File: src/rtl/imm_gen_pipe.sv
// Registered RV immediate generator with a two-entry (main + skid) output buffer.
// in_ready comes straight from the skid-valid flop so it never depends on out_ready combinationally.
module imm_gen_pipe #(
    parameter int XLEN  = 32,
    parameter int TAG_W = 8
) (
    input  logic             clk,
    input  logic             rst,
    input  logic             in_valid,
    output logic             in_ready,
    input  logic [31:0]      instr,
    input  logic [2:0]       imm_sel,
    input  logic [TAG_W-1:0] tag_in,
    output logic             out_valid,
    input  logic             out_ready,
    output logic [XLEN-1:0]  imm_out,
    output logic [TAG_W-1:0] tag_out,
    output logic             illegal
);

    typedef enum logic [2:0] {
        SEL_I     = 3'd0,
        SEL_U     = 3'd1,
        SEL_S     = 3'd2,
        SEL_B     = 3'd3,
        SEL_J     = 3'd4,
        SEL_SHAMT = 3'd5,
        SEL_ZIMM  = 3'd6,
        SEL_RSVD  = 3'd7
    } imm_sel_e;

    typedef struct packed {
        logic [XLEN-1:0]  imm;
        logic [TAG_W-1:0] tag;
        logic             illegal;
    } beat_t;

    beat_t new_beat;
    beat_t main_q, main_d;
    beat_t skid_q, skid_d;
    logic  main_valid_q, main_valid_d;
    logic  skid_valid_q, skid_valid_d;
    logic  accept;
    logic  xfer;

    // The opcode field carries no immediate bits.
    logic  unused_opcode;
    assign unused_opcode = ^instr[6:0];

    always_comb begin
        new_beat.imm     = XLEN'($signed(instr[31:20]));
        new_beat.tag     = tag_in;
        new_beat.illegal = 1'b0;
        case (imm_sel_e'(imm_sel))
            SEL_I:     ;
            SEL_U:     new_beat.imm = XLEN'($signed({instr[31:12], 12'b0}));
            SEL_S:     new_beat.imm = XLEN'($signed({instr[31:25], instr[11:7]}));
            SEL_B:     new_beat.imm = XLEN'($signed({instr[31], instr[7], instr[30:25],
                                                     instr[11:8], 1'b0}));
            SEL_J:     new_beat.imm = XLEN'($signed({instr[31], instr[19:12], instr[20],
                                                     instr[30:21], 1'b0}));
            SEL_SHAMT: new_beat.imm = (XLEN == 64) ? XLEN'(instr[25:20]) : XLEN'(instr[24:20]);
            SEL_ZIMM:  new_beat.imm = XLEN'(instr[19:15]);
            SEL_RSVD:  new_beat.illegal = 1'b1;
            default:   ;
        endcase
    end

    assign accept = in_valid && !skid_valid_q;
    assign xfer   = main_valid_q && out_ready;

    // A full skid always drains into main first; in_ready is low that cycle so no new beat races it.
    always_comb begin
        main_d       = main_q;
        main_valid_d = main_valid_q;
        skid_d       = skid_q;
        skid_valid_d = skid_valid_q;
        if (skid_valid_q) begin
            if (xfer) begin
                main_d       = skid_q;
                main_valid_d = 1'b1;
                skid_valid_d = 1'b0;
            end
        end else if (accept) begin
            if (!main_valid_q || xfer) begin
                main_d       = new_beat;
                main_valid_d = 1'b1;
            end else begin
                skid_d       = new_beat;
                skid_valid_d = 1'b1;
            end
        end else if (xfer) begin
            main_valid_d = 1'b0;
        end
    end

    always_ff @(posedge clk or posedge rst) begin
        if (rst) begin
            main_q       <= '0;
            main_valid_q <= 1'b0;
            skid_q       <= '0;
            skid_valid_q <= 1'b0;
        end else begin
            main_q       <= main_d;
            main_valid_q <= main_valid_d;
            skid_q       <= skid_d;
            skid_valid_q <= skid_valid_d;
        end
    end

    assign in_ready  = !skid_valid_q;
    assign out_valid = main_valid_q;
    assign imm_out   = main_q.imm;
    assign tag_out   = main_q.tag;
    assign illegal   = main_q.illegal;

endmodule

File: config.mk
export PLATFORM = sky130hd
export DESIGN_NAME = imm_gen_pipe
export DESIGN_NICKNAME = d
export VERILOG_FILES = /design/src/rtl/imm_gen_pipe.sv
export SDC_FILE = /design/constraint.sdc
export NUM_CORES = 1
export LEC_CHECK = 0
export CAP_MARGIN = 25
export CORE_MARGIN = 5
export CORE_UTILIZATION = 40
export CTS_CLUSTER_SIZE = 16
export DETAILED_ROUTE_END_ITERATION = 6
export GPL_TIMING_DRIVEN = 0
export PLACE_DENSITY = 0.66
export SKIP_CTS_REPAIR_TIMING = 1
export SYNTH_ARGS = -nofsm -noshare
export SYNTH_HDL_FRONTEND = slang
export SYNTH_SLANG_ARGS = --single-unit
File: constraint.sdc
create_clock -name clk -period 4 [get_ports clk]
set_input_delay 1.2 -clock clk [delete_from_list [all_inputs] [get_ports clk]]
set_output_delay 1.2 -clock clk [all_outputs]
set_load 0.01 [all_outputs]
Word-level counts from Yosys, hierarchy flattened
Cells that the tools add are included.
{ "totals": {"ff_bits": 84, "input_bits": 47, "out_inout_bits": 43, "elab_cells": 45} }
{ "classes": {"muxes": 15, "bitwise": 2, "n_reduce_logical": 11, "eq_ne": 9} }
{ "op_table": {"columns": ["cell", "n"], "rows": [
  ["$pmux W32 S6", 1],
  ["$mux W41", 4],
  ["$eq A3 B3 Y1 const B", 4],
  ["$mux W1", 10],
  ["$reduce_and A3 Y1", 3],
  ["$eq A3 B2 Y1 const B", 2],
  ["$reduce_bool A2 Y1", 3],
  ["$eq A3 B1 Y1 const B", 1],
  ["$ne A3 B2 Y1 const B", 1],
  ["$logic_and A1 B1 Y1", 2],
  ["$logic_not A1 Y1", 2],
  ["$ne A2 B1 Y1 const B", 1],
  ["$not A1 Y1", 2],
  ["$logic_or A1 B1 Y1", 1]
]} }

Longest topological paths before layout
{ "logic_depth": {"word_depth": 5, "depth_mapped": 7, "ltp_nobuf": 4} }

Worst setup path before layout
Ideal clock, no wire load.
{ "synth_timing": {"kind": "input to register", "from": "input port in_valid", "to": "register skid_q[21] (netlist name)", "setup_slack_ps": 1648, "arrival_time_ps": 2227, "setup_ps": 125, "path_stages": 4, "path_buffers": 1, "t_required_ps": 3875, "cell_sequence": "nand2_1 > nor3_1 > buf_2 > mux2_2"} }
{ "synth_between": {"elab_chain_cells": 2} }
{ "synth_lines": {"columns": ["item", "line", "source"], "rows": [
  ["start, declared", "9", "input logic in_valid,"],
  ["$logic_and A1 B1 Y1", "69", "assign accept = in_valid && !skid_valid_q;"],
  ["$reduce_and A3 Y1 (no line)", null, null],
  ["end signal, assigned", "106", "skid_q <= skid_d;"],
  ["end, declared", "40", "beat_t skid_q, skid_d;"]
]} }
Every way passes these cells.
A chain may end at the register's enable or synchronous reset.

Final worst setup path
{ "layout_timing": {"from": "register skid_valid_q", "to": "output port in_ready"} }
{ "layout_between": {"elab_chain_cells": 1} }
{ "layout_lines": {"columns": ["item", "line", "source"], "rows": [
  ["start, declared", "42", "logic skid_valid_q, skid_valid_d;"],
  ["start signal, assigned", "107", "skid_valid_q <= skid_valid_d;"],
  ["$logic_not A1 Y1", "111", "assign in_ready = !skid_valid_q;"],
  ["end, declared", "10", "output logic in_ready,"]
]} }
Every way passes these cells.

==> results_dict.tcl <==
set metrics [dict create \
    crit_fanout 10 \
    synth-edff-count 0 \
    grt_max_degree 62 \
    avgSynthCellArea_um2 9.50 \
    die_w_um 109 \
    dieHeight_um 109 \
    cap_violations 0 \
    min_from "skid_q[1]" \
    final-seq-area_mm2 0.00210 \
    final_nets 550 \
    num_rows 36 \
    grt_overflow 0 \
    start_util_pct 40.3 \
    p_leak_nw 2.29 \
    pwr-share-clk_pct 40.8 \
    drt-vias-per-instance 5.34 \
    synth_cell_types 31 \
    cpMaxStageDelayCell "clkdlybuf4s50_1" \
    grt_pass1_wl_um 17600 \
    power_density_mw_per_mm2 346 \
    num_vias 3420 \
    netlist_area_mm2 0.00388 \
    power.total_w 0.00178 \
    p_sw_share_pct 23.2 \
    setup_tns_ns 0 \
    synth-main-ff-cell "dfrtp_1" \
    hpwl_um 7890 \
    yosysTopAreaCellShare_pct 54.1 \
    grt_pass1_vias 3547 \
    dieArea_mm2 0.0118 \
    ys_seq_elements 84 \
    cts_tree "done" \
    ctsRootBufferMaster "clkbuf_8" \
    peakVddDrop_uv 151 \
    path_cells "buf_6, inv_1, clkbuf_1, clkdlybuf4s50_1" \
    antenna_found_initial 0 \
    critPathRequiredTime_ns 2.80 \
    h-tree-depth 3 \
    yosysWarnings 0 \
    ff2ff_path_depth 7 \
    r2r-start "skid_valid_q" \
    fill_cells 902 \
    final-max-slew-violation-count 0 \
    finish.instance_area_mm2 0.00514 \
    cp_top_family "buffers and inverters" \
    p_int_w 0.00137 \
    hold_slack_ns 0.482 \
    whs_path_depth 2 \
    coreArea_mm2 0.00964 \
    synth-async-reset-ratio_pct 100 \
    finalHoldViolations 0 \
    crit_buf_inv 4 \
    syn_nets 456 \
    power_frac_seq_pct 48.9 \
    r2r_slack_ns 1.91 \
    first_pass_iters 4 \
    synth_top_area_cell "dfrtp_1" \
    min_path_type "register to register" \
    yosysMostFrequentCell "nand2_1" \
    crit_arrival_ns 2.05 \
    wl_per_cell_um 16.9 \
    maxSlewHeadroom_pct 52.1 \
    worstSetupStartpointType "register" \
    whs_endpoint "skid_q[1]" \
    diodes 0 \
    wl_um 10900 \
    seq_area_frac_synth_pct 54.1 \
    status "finished clean" \
    grt_usage_pct 19.2 \
    synth_cells 409 \
    finalCritPeriodShare_pct 81.3 \
    cts_sinks 84 \
    gp_congestion 0.843 \
    max_freq_ghz 0.307 \
    setup_viol 0 \
    cts_buffers 9 \
    worst_clock_skew_ns 0.0156 \
    end_kind "output port" \
    ant_nets 0 \
    port_buffers 82 \
    syn2layout_area_growth_pct 32.3 \
    drt_iter0_drc 195 \
    drive_above_1_share_pct 8.66 \
    placed_area_mm2 0.00490 \
    combPwrFrac_pct 10.2 \
    path_clk_slew_ns 0.09 \
    rr_endpoint "imm_out[29]" \
    rsz0062_at_grt "false" \
    cts.path.max_buffers 2 \
    multi_input_area_mm2 0.00162 \
    worstSetupPathType "register to output port" \
    tightest_slew_ns 0.719 \
    slowest_delay_ns 0.64 \
    drcViolationCount 0 \
    io_pins 90 \
    ys_top_cells_by_count "nand2_1, dfrtp_1, a21oi_1, nand3_1, o21ai_0" \
    power_switching_w 0.000412 \
    min_period_ns 3.25 \
    clk-insertion-delay-late_ns 0.36 \
    yosys-top-cells-area "dfrtp_1, nand2_1, a21oi_1, nand3_1, o21ai_0" \
]
per-stage QoR:
stage / utilization, % / std cells / setup slack, ns
after floorplan: - / 409 / 0.635
after global placement: 50.5 / 624 / -0.695
after detailed placement: 50.9 / 625 / 0.810
after CTS: 53.3 / 641 / 0.749
after global routing: 53.3 / 641 / 0.666
final: 53.3 / 641 / 0.746
flip-flops by register name, indices dropped and copies added, names as in the netlist:
name and cells:
skid_q 41, imm_out 32, tag_out 8, illegal 1
out_valid 1, skid_valid_q 1
area by class of cell:
type	count	area share, %
plain buffers	34	3.02
clock buffers	10	2.48
clock inverters	6	2.17
inverters	3	0.268
multi-input cells	288	31.4
flip-flops and latches	84	40.9
well taps	133	3.24
repair buffers	83	16.5
power groups by stage:
stage          combinational, W  clock, W  sequential [W]
6_report               0.000182  0.000726        0.000870
3_3_place_gp           0.000175         0        0.000888
3_5_place_dp           0.000182         0        0.000887
2_1_floorplan         0.0000732         0        0.000892
4_1_cts                0.000183  0.000740        0.000871
5_1_grt                0.000198  0.000778        0.000872
layer usage:
metal | global-route usage [%] | share of wire, %
met5 | 0 | 0
met4 | 7.75 | 1.9
met3 | 2.81 | 4.7
met2 | 31.5 | 49
met1 | 25.7 | 45
cells by family after synthesis:
kind of cell              count (synthesis)  synth area share, %
muxes                                    21                 5.80
AOI/OAI and AO/OA                       111                 18.4
buffers and inverters                    37                 4.28
xor gates and xnor gates                  1                0.225
and+or+nand+nor                         155                 17.2
DFF                                      84                 54.1
worst max-delay path by stage:
stage / cells after the start / to / slack, ns / startpoint
final: 4 / in_ready / 0.75 / skid_valid_q
after CTS: 4 / in_ready / 0.75 / skid_valid_q
after floorplan: 1 / illegal / 0.63 / rst
after global placement: 2 / imm_out[13] / -0.69 / rst
after global routing: 4 / in_ready / 0.67 / skid_valid_q
after detailed placement: 7 / imm_out[21] / 0.81 / imm_sel[1]
worst register-to-register path, stage by stage (launching register included):
cell and delay, ns:
dfrtp_1 0.39, buf_6 0.14, nor2b_1 0.13, nor3_1 0.46
buf_2 0.34, buf_2 0.31, nand3_1 0.12, o211ai_1 0.12
cell usage in the layout, fill, tap and decap left out, types with 6 or more instances in the layout:
master	Yosys	final
and3_1	9	9
clkbuf_1	20	21
nor2_1	11	11
mux2_2	12	12
nor2b_1	6	6
mux2i_1	9	9
o211ai_1	17	17
nand3_1	30	30
dfrtp_1	84	84
a31oi_1	11	11
buf_2	10	10
a21oi_1	31	31
a221o_1	8	8
clkdlybuf4s50_1	0	82
clkbuf_8	0	9
nand2_1	93	93
o21ai_0	28	28
(Power assumes the default switching activity.)
